$ cat config.mk
export PLATFORM = sky130hd
export DESIGN_NAME = des_key_schedule
export DESIGN_NICKNAME = d
export VERILOG_FILES = /design/src/rtl/des_key_pkg.sv /design/src/rtl/des_cd_rotator.sv /design/src/rtl/des_key_schedule.sv
export SDC_FILE = /design/constraint.sdc
export NUM_CORES = 1
export LEC_CHECK = 0
export CAP_MARGIN = 10
export CELL_PAD_IN_SITES_DETAIL_PLACEMENT = 0
export CELL_PAD_IN_SITES_GLOBAL_PLACEMENT = 1
export CORE_MARGIN = 3
export CORE_UTILIZATION = 39
export CTS_BUF_LIST = sky130_fd_sc_hd__clkbuf_8
export CTS_CLUSTER_SIZE = 16
export DETAILED_ROUTE_END_ITERATION = 10
export GPL_TIMING_DRIVEN = 0
export PLACE_DENSITY = 0.93
export REMOVE_ABC_BUFFERS = 1
export SKIP_LAST_GASP = 1
export SLEW_MARGIN = 25
export SYNTH_ARGS = -nofsm -noshare
export SYNTH_HDL_FRONTEND = slang
export SYNTH_SLANG_ARGS = --single-unit
$ cat constraint.sdc
create_clock -name clk -period 3.2 [get_ports clk]
set_input_delay 0.48 -clock clk [delete_from_list [all_inputs] [get_ports clk]]
set_output_delay 0.48 -clock clk [all_outputs]
set_load 0.05 [all_outputs]
$ cat src/rtl/des_key_pkg.sv
// DES key-schedule shared types, FIPS 46-3 permutation tables
// and the PC1/PC2 helpers used by the schedule generator.
package des_key_pkg;

  localparam logic [15:0] DES_SHIFT_MASK = 16'h7EFC;

  typedef enum logic {
    ENC = 1'b0,
    DEC = 1'b1
  } mode_e;

  typedef enum logic {
    IDLE = 1'b0,
    RUN  = 1'b1
  } state_e;

  // Entries are 1-based FIPS bit numbers of the source vector
  localparam int PC1_TABLE [56] = '{
    57, 49, 41, 33, 25, 17,  9,
     1, 58, 50, 42, 34, 26, 18,
    10,  2, 59, 51, 43, 35, 27,
    19, 11,  3, 60, 52, 44, 36,
    63, 55, 47, 39, 31, 23, 15,
     7, 62, 54, 46, 38, 30, 22,
    14,  6, 61, 53, 45, 37, 29,
    21, 13,  5, 28, 20, 12,  4
  };

  localparam int PC2_TABLE [48] = '{
    14, 17, 11, 24,  1,  5,
     3, 28, 15,  6, 21, 10,
    23, 19, 12,  4, 26,  8,
    16,  7, 27, 20, 13,  2,
    41, 52, 31, 37, 47, 55,
    30, 40, 51, 45, 33, 48,
    44, 49, 39, 56, 34, 53,
    46, 42, 50, 36, 29, 32
  };

  function automatic logic [55:0] pc1(input logic [63:0] key);
    logic [55:0] r;
    r = '0;
    for (int i = 0; i < 56; i++) begin
      r[i] = key[6'(PC1_TABLE[i] - 1)];
    end
    return r;
  endfunction

  function automatic logic [47:0] pc2(input logic [55:0] cd);
    logic [47:0] r;
    r = '0;
    for (int i = 0; i < 48; i++) begin
      r[i] = cd[6'(PC2_TABLE[i] - 1)];
    end
    return r;
  endfunction

  // Total rotation over n rounds: one place per round plus the mask extras
  function automatic int shift_total(input logic [15:0] m, input int n);
    int t;
    t = n;
    for (int i = 0; i < 16; i++) begin
      if (i < n && m[i]) t++;
    end
    return t;
  endfunction

endpackage

$ cat src/rtl/des_cd_rotator.sv
// Combinational C/D rotator: both 28-bit halves rotate by 0, 1
// or 2 places, left (encrypt order) or right (decrypt order).
module des_cd_rotator (
  input  logic [55:0] cd_i,
  input  logic [1:0]  amt_i,
  input  logic        left_i,
  output logic [55:0] cd_o
);

  // Left by one means new[i] = old[i+1], so it is a vector right shift
  function automatic logic [27:0] rot(
    input logic [27:0] h,
    input logic [1:0]  n,
    input logic        l
  );
    logic [27:0] r;
    r = h;
    unique case (1'b1)
      (n == 2'd1 &&  l): r = {h[0], h[27:1]};
      (n == 2'd2 &&  l): r = {h[1:0], h[27:2]};
      (n == 2'd1 && !l): r = {h[26:0], h[27]};
      (n == 2'd2 && !l): r = {h[25:0], h[27:26]};
      default:           r = h;
    endcase
    return r;
  endfunction

  always_comb begin
    cd_o = '0;
    cd_o[27:0]  = rot(cd_i[27:0], amt_i, left_i);
    cd_o[55:28] = rot(cd_i[55:28], amt_i, left_i);
  end

endmodule

$ cat src/rtl/des_key_schedule.sv
// Sequential DES key schedule: PC1 on accept, then one PC2
// subkey per handshake in encrypt or decrypt round order.
module des_key_schedule
  import des_key_pkg::*;
#(
  parameter int          ROUNDS       = 16,
  parameter logic [15:0] SHIFT_MASK   = DES_SHIFT_MASK,
  parameter bit          CHECK_PARITY = 1'b1,
  localparam int         RW = (ROUNDS > 1) ? $clog2(ROUNDS) : 1
) (
  input  logic          clk,
  input  logic          rst_n,
  input  logic          start_valid,
  output logic          start_ready,
  input  logic [63:0]   key_in,
  input  logic          mode,
  input  logic          abort,
  output logic          sk_valid,
  input  logic          sk_ready,
  output logic [47:0]   sk_data,
  output logic [RW-1:0] sk_round,
  output logic          sk_last,
  output logic          parity_err,
  output logic          busy
);

  if (ROUNDS < 1 || ROUNDS > 16) begin : g_bad_rounds
    $error("des_key_schedule: ROUNDS must be in 1..16");
  end

  // Decrypt order relies on the halves returning to C0D0 after all rounds
  if (shift_total(SHIFT_MASK, ROUNDS) != 28) begin : g_bad_mask
    $error("des_key_schedule: ROUNDS + popcount(SHIFT_MASK) must be 28");
  end

  state_e        state_q, state_d;
  mode_e         mode_q, mode_d;
  logic [55:0]   cd_q, cd_d;
  logic [55:0]   cd_next;
  logic [RW-1:0] round_q, round_d;
  logic          perr_q, perr_d;

  logic [4:0]    sh_idx;
  logic [1:0]    rot_amt;
  logic          rot_left;
  logic [7:0]    byte_even;
  logic          run;
  logic          accept;

  assign run    = (state_q == RUN);
  assign accept = (state_q == IDLE) && start_valid && !abort;

  always_comb begin
    sh_idx   = 5'(round_q);
    rot_left = 1'b1;
    if (mode_q == DEC) begin
      sh_idx   = 5'(ROUNDS) - 5'(round_q);
      rot_left = 1'b0;
    end
    rot_amt = 2'd1 + {1'b0, SHIFT_MASK[sh_idx[3:0]]};
    // Decrypt round 0 uses C0D0 directly since it equals C16D16
    if (mode_q == DEC && round_q == '0) begin
      rot_amt = 2'd0;
    end
  end

  des_cd_rotator u_rot (
    .cd_i   (cd_q),
    .amt_i  (rot_amt),
    .left_i (rot_left),
    .cd_o   (cd_next)
  );

  always_comb begin
    byte_even = '0;
    for (int b = 0; b < 8; b++) begin
      byte_even[b] = ~^key_in[8*b +: 8];
    end
  end

  assign start_ready = !run;
  assign busy        = run;
  assign sk_valid    = run;
  assign sk_round    = round_q;
  assign sk_last     = run && (round_q == RW'(ROUNDS - 1));
  assign sk_data     = pc2(cd_next);
  assign parity_err  = perr_q;

  always_comb begin
    state_d = state_q;
    mode_d  = mode_q;
    cd_d    = cd_q;
    round_d = round_q;
    perr_d  = perr_q;
    unique case (state_q)
      IDLE: begin
        if (accept) begin
          state_d = RUN;
          mode_d  = mode_e'(mode);
          cd_d    = pc1(key_in);
          round_d = '0;
          perr_d  = CHECK_PARITY && (|byte_even);
        end
      end
      RUN: begin
        if (abort) begin
          state_d = IDLE;
          round_d = '0;
        end else if (sk_ready) begin
          cd_d    = cd_next;
          round_d = round_q + 1'b1;
          if (sk_last) begin
            state_d = IDLE;
            round_d = '0;
          end
        end
      end
      default: state_d = IDLE;
    endcase
  end

  always_ff @(posedge clk or negedge rst_n) begin
    if (!rst_n) begin
      state_q <= IDLE;
      mode_q  <= ENC;
      cd_q    <= '0;
      round_q <= '0;
      perr_q  <= 1'b0;
    end else begin
      state_q <= state_d;
      mode_q  <= mode_d;
      cd_q    <= cd_d;
      round_q <= round_d;
      perr_q  <= perr_d;
    end
  end

endmodule

Word-level counts from Yosys, hierarchy flattened
Memories as Yosys holds them, arrays and structs flattened.
Cells that the tools add are included.

storage, ports and cells
  register bits = 63
  bits in read-only memories = 16
  input bits = 70
  output and inout bits = 57
  logic and storage cells = 64
  memories = 1

memories
  memory            words  width  rd ports  clocked after memory_dff  wr ports  RTL line                source
  (name not given)  16     1      1         0                         0         des_key_schedule.sv:60  rot_amt = 2'd1 + {1'b0, SHIFT_MASK[sh_idx[3:0]]};

cells by class
  add/subtract/negate cells = 3
  magnitude comparators = 1
  equality and inequality tests = 8
  multiplexer cells = 20
  bitwise gates (word level) = 1
  reductions and logical operators = 24

operators by type and width
  operator               count
  $pmux W28 S4           2
  $mux W56               3
  $pmux W56 S2           1
  $reduce_xnor A8 Y1     8
  $mux W4                5
  $logic_and A1 B1 Y1    8
  $pmux W4 S2            1
  $reduce_or A8 Y1       1
  $mux W1                6
  $ne A2 B2 Y1 const B   3
  $lt A4 B5 Y1 const B   1
  $ne A5 B1 Y1 const B   1
  $add A4 B1 Y4 const B  1
  $eq A4 B4 Y1 const B   1
  $logic_not A4 Y1       1
  $reduce_and A2 Y1      2
  $reduce_and A4 Y1      1
  $sub A1 B4 Y4 const A  1
  $ne A3 B3 Y1 const B   1
  $reduce_and A3 Y1      1
  $add A1 B1 Y2 const A  1
  $eq A2 B1 Y1 const B   1
  $eq A2 B2 Y1 const B   1
  $logic_not A1 Y1       2
  3 further kinds        3

Logic depth before layout (Yosys ltp)
Gate-level depths: netlist (run 1).

  depth in word-level cells = 12
  gate-level depth with buffers = 13
  gate-level depth less buffers = 9

Hierarchy
A second synthesis (run 1) with hierarchy kept.

unflattened totals
  cells, all modules = 586
  area, all modules = 5,522.8 um2

modules (own cells, without submodules)
  module            times used  cells an instance  area an instance (um2)  seq. area each (um2)
  des_key_schedule  1           316                3,423.3                 1,576.5
  des_cd_rotator    1           270                2,099.5                 0.0

Worst setup path after synthesis (run 1)
No wires, ideal clock.

  path type = register to output
  start point = register round_q[1], in the netlist sk_round[1]
  end point = output sk_data[6]
  data arrival time = 3.689 ns
  required time = 2.720 ns
  setup slack = -0.969 ns
  cell stages (with the launch flop) = 12
  buffers on the path = 2
  path through = dfrtp_1 buf_2 inv_1 ha_1 xnor2_1 a21bo_4 nor3_4 nor2_1 buf_2 mux2i_1 and2_1 a211oi_1

on the way
  cells in the longest elaborated chain, start to end = 9

ends and longest elaborated chain
  element                                        RTL line                 source
  start, declared                                des_key_schedule.sv:40   logic [RW-1:0] round_q, round_d;
  start signal, assigned                         des_key_schedule.sv:133  round_q <= round_d;
  $sub A1 B4 Y4                                  des_key_schedule.sv:57   sh_idx = 5'(ROUNDS) - 5'(round_q);
  $mux W4                                        des_key_schedule.sv:56   if (mode_q == DEC) begin
  $mem_v2 Z16 W1                                 --
  $mux W1 (not written as such)                  des_key_schedule.sv:60
  $add A1 B1 Y2                                  des_key_schedule.sv:60
  $mux W2 (*)                                    des_key_schedule.sv:62   if (mode_q == DEC && round_q == '0) begin
  $eq A2 B2 Y1 or $eq A2 B1 Y1 (tied branches)   --
  $logic_and A1 B1 Y1, on equally long branches  --
  $pmux W28 S4 (*)                               des_cd_rotator.sv:18     unique case (1'b1)
  end, declared                                  des_key_schedule.sv:20   output logic [47:0] sk_data,

Mark *: on every way between the ends. The rest lies on a longest branch, timed or not. The select of a mux whose other input is x is not followed.

Worst setup path in the final report (run 1)
  start point = register round_q[0], in the netlist sk_round[0]
  end point = output sk_data[12]

Same word-level chain as after synthesis.

==> results of run 1 <==
[synthesized netlist by cell type, drive strengths merged (7+ instances only)]
cell	instances	share of area, %
a31oi	10	1.1
a22o	11	1.7
mux2i	31	5.4
dfrtp	63	27
a21oi	35	3.1
nand3	7	0.61
nand2	75	4.9
a22oi	13	1.7
xnor2	56	8.6
mux2	18	4.1
nor2	66	4.4
buf	39	4.8
a221o	25	4.4
a221oi	21	4.4
clkbuf	36	2.4
o2bb2ai	8	1.5
o221ai	17	2.6
o22ai	20	2.2
o21ai	29	2.6
[area by class of cell]
cell class	instances	area [um^2]
clock buffer	11	151
clock inverter	5	56.3
fill	1164	5850
inverter	6	36.3
multi-input combinational	541	4290
sequential	63	1590
tap	180	225
timing repair buffer	196	1960
[final timing paths]
check | from | endpoint | slack, ns | cells after the start
max in group asynchronous | rst_n | cd_q[36] | 2.64 | 2
worst max-delay path | sk_round[0] | sk_data[12] | -0.19 | 10
worst min-delay path | rst_n | cd_q[25] | 0.02 | 1
min in group clk | parity_err | parity_err | 0.56 | 2
worst min register to register | parity_err | parity_err | 0.56 | 2
worst max register to register | sk_round[0] | cd_q[54] | 0.15 | 12
[routing by layer]
layer / vias up / global-route usage (%) / part of all wire, %
met2: 455 / 38.6 / 46
met3: 60 / 4.64 / 11
met5: - / 0 / 0
met4: 0 / 9.15 / 2.6
li1: 2790 / - / -
met1: 3111 / 34.9 / 41
[registers in the layout, indices dropped and copies added, names as in the netlist]
| signal | count |
|---|---|
| busy | 1 |
| cd_q | 56 |
| mode_q | 1 |
| parity_err | 1 |
| sk_round | 4 |
[timing repair]
action,4_1_cts,5_1_grt
resized for setup,233,71
endpoints found under the setup margin,84,47
setup buffers,44,37
cloned,2,0
pin swaps,30,34
[metrics by stage]
step / power, mW / hold slack, ns
floorplan: 2.54 / 0.184
finish: 4.61 / 0.0186
CTS: 4.30 / 0.0341
global route: 4.77 / 0.0467
global placement: 3.20 / 0.545
detailed placement: 3.31 / 0.414
[cells by family after synthesis]
group	after synthesis	synth area share [%]
mux	49	9.54
flops	63	27.5
xor+xnor	60	9.30
simple gates	173	13.1
buf+inv	81	7.57
other cells	1	0.0654
fa+ha+maj	3	0.655
compound gates	234	32.3
[power groups by stage]
stage | clock network, mW | logic [mW] | registers [mW]
finish | 0.767 | 2.66 | 1.18
global route | 0.786 | 2.78 | 1.20
CTS | 0.756 | 2.38 | 1.16
detailed placement | 0 | 2.13 | 1.18
global placement | 0 | 2.02 | 1.17
floorplan | 0 | 1.43 | 1.11
[critical path: stages, from the launching register on]
cell     delay, ns
dfrtp_2       0.44
inv_4         0.09
ha_4          0.20
and3_4        0.19
a21bo_4       0.25
nor3_4        0.37
nor2_4        0.16
nor2_4        0.29
nand2_2       0.13
a31oi_4       0.23
buf_6         0.18
==> flow_metrics.env, run 1 <==
export IMPL_root_buffer="clkbuf_8"
export IMPL_p_int_mw=2.48
export IMPL_ys_seq_elements=63
export IMPL_h_tree_depth=3
export IMPL_p_seq_share_pct=25.7
export IMPL_drc=0
export IMPL_leakagePower_nw=3.32
export IMPL_antenna_found_initial=0
export IMPL_hpwl_mm=13.5
export IMPL_avgSynthCellArea_um2=8.63
export IMPL_final_area_um2=8300
export IMPL_ctsHoldBuffers=0
export IMPL_layout_common_cells="clkdlybuf4s50_1, buf_4, nand2_1"
export IMPL_nets=890
export IMPL_setup_violations=26
export IMPL_startpoint_type="flop"
export IMPL_synth_ff_type="dfrtp_1"
export IMPL_cp_arrival_ns=2.91
export IMPL_tns_ns=-2.45
export IMPL_clkSlewWorstSetupHoldPaths_ns=0.08
export IMPL_stdcell_count=1002
export IMPL_drv_cap=0
export IMPL_switching_share_pct=46.3
export IMPL_grt_total_usage_pct=25.0
export IMPL_n_antenna_cell=0
export IMPL_utilization_pct=58.7
export IMPL_grt_overflow=0
export IMPL_violations="negative setup slack"
export IMPL_p_per_area_nw_per_um2=555
export IMPL_cts_tree="done"
export IMPL_status="finished, violations left"
export IMPL_grt_max_degree=42
export IMPL_dp_cells=905
export IMPL_path_max_fanout=7
export IMPL_max_freq_mhz=295
export IMPL_netlist_instances=664
export IMPL_wl_per_cell_um=22.0
export IMPL_drtAntennaViolNets=0
export IMPL_synth_cell_types=69
export IMPL_layout_commonest_cell="clkdlybuf4s50_1"
export IMPL_drv_slew=0
export IMPL_grt_pass1_vias=5982
export IMPL_comb_power_share_pct=57.7
export IMPL_synthArstFlopShare_pct=100
export IMPL_io_pins=127
export IMPL_clock_sinks=63
export IMPL_worst_pin_slew_ns=0.854
export IMPL_clockPowerShare_pct=16.6
export IMPL_viasPerCell=6.40
export IMPL_finalCriticalPeriod_ns=3.39
export IMPL_finalCritPeriodShare_pct=106
export IMPL_die_area_um2=16200
export IMPL_p_switching_mw=2.13
export IMPL_post_place_ws_ns=-2.24
export IMPL_area_delta_synth_final_pct=44.8
export IMPL_timing_critical_path_required_ns=2.72
export IMPL_final_layout_size_suffix_gt1_share_pct=29.8
export IMPL_worst_slack_ns=-0.191
export IMPL_wirelength_mm=22.0
export IMPL_drtIter0Drc=897
export IMPL_grt_first_pass_wirelength_mm=32.6
export IMPL_initial_utilization_pct=40.5
export IMPL_coreArea_um2=14100
export IMPL_synth_edf_count=0
export IMPL_io_buffer_count=106
export IMPL_crit_type="flop to output port"
export IMPL_hold_viol=0
export IMPL_hold_class="input pin to asynchronous set/reset pin"
export IMPL_rsz0062_at_grt="true"
export IMPL_relSlewSlack_pct=43.1
export IMPL_placed_area_um2=6960
export IMPL_yosysWarnings=0
export IMPL_ir_worst_vdd_mv=0.318
export IMPL_dieHeight_um=127
export IMPL_synth_area_um2=5730
export IMPL_clock_skew_ns=0.0100
export IMPL_clockBufferDepth=2
export IMPL_cts_buffers=9
export IMPL_rows=43
export IMPL_yosysSeqAreaShare_pct=27.5
export IMPL_end_kind="output port"
export IMPL_place_congestion=0.935
export IMPL_fp_dieW_um=127
export IMPL_clkLatencyLatePin_ns=0.37
export IMPL_vias=6416
export IMPL_dr_pass1_iters=6
(Power assumes the default switching activity.)
==> inputs of run 2 (changes only) <==
--- a/config.mk
+++ b/config.mk
@@ -11,6 +11,7 @@
 export CORE_MARGIN = 3
 export CORE_UTILIZATION = 39
 export CTS_BUF_LIST = sky130_fd_sc_hd__clkbuf_8
+export CTS_CLUSTER_DIAMETER = 30
 export CTS_CLUSTER_SIZE = 16
 export DETAILED_ROUTE_END_ITERATION = 10
 export GPL_TIMING_DRIVEN = 0
==> results of run 2 <==
The final DEF is identical to that of run 1; final timing and power are the same.
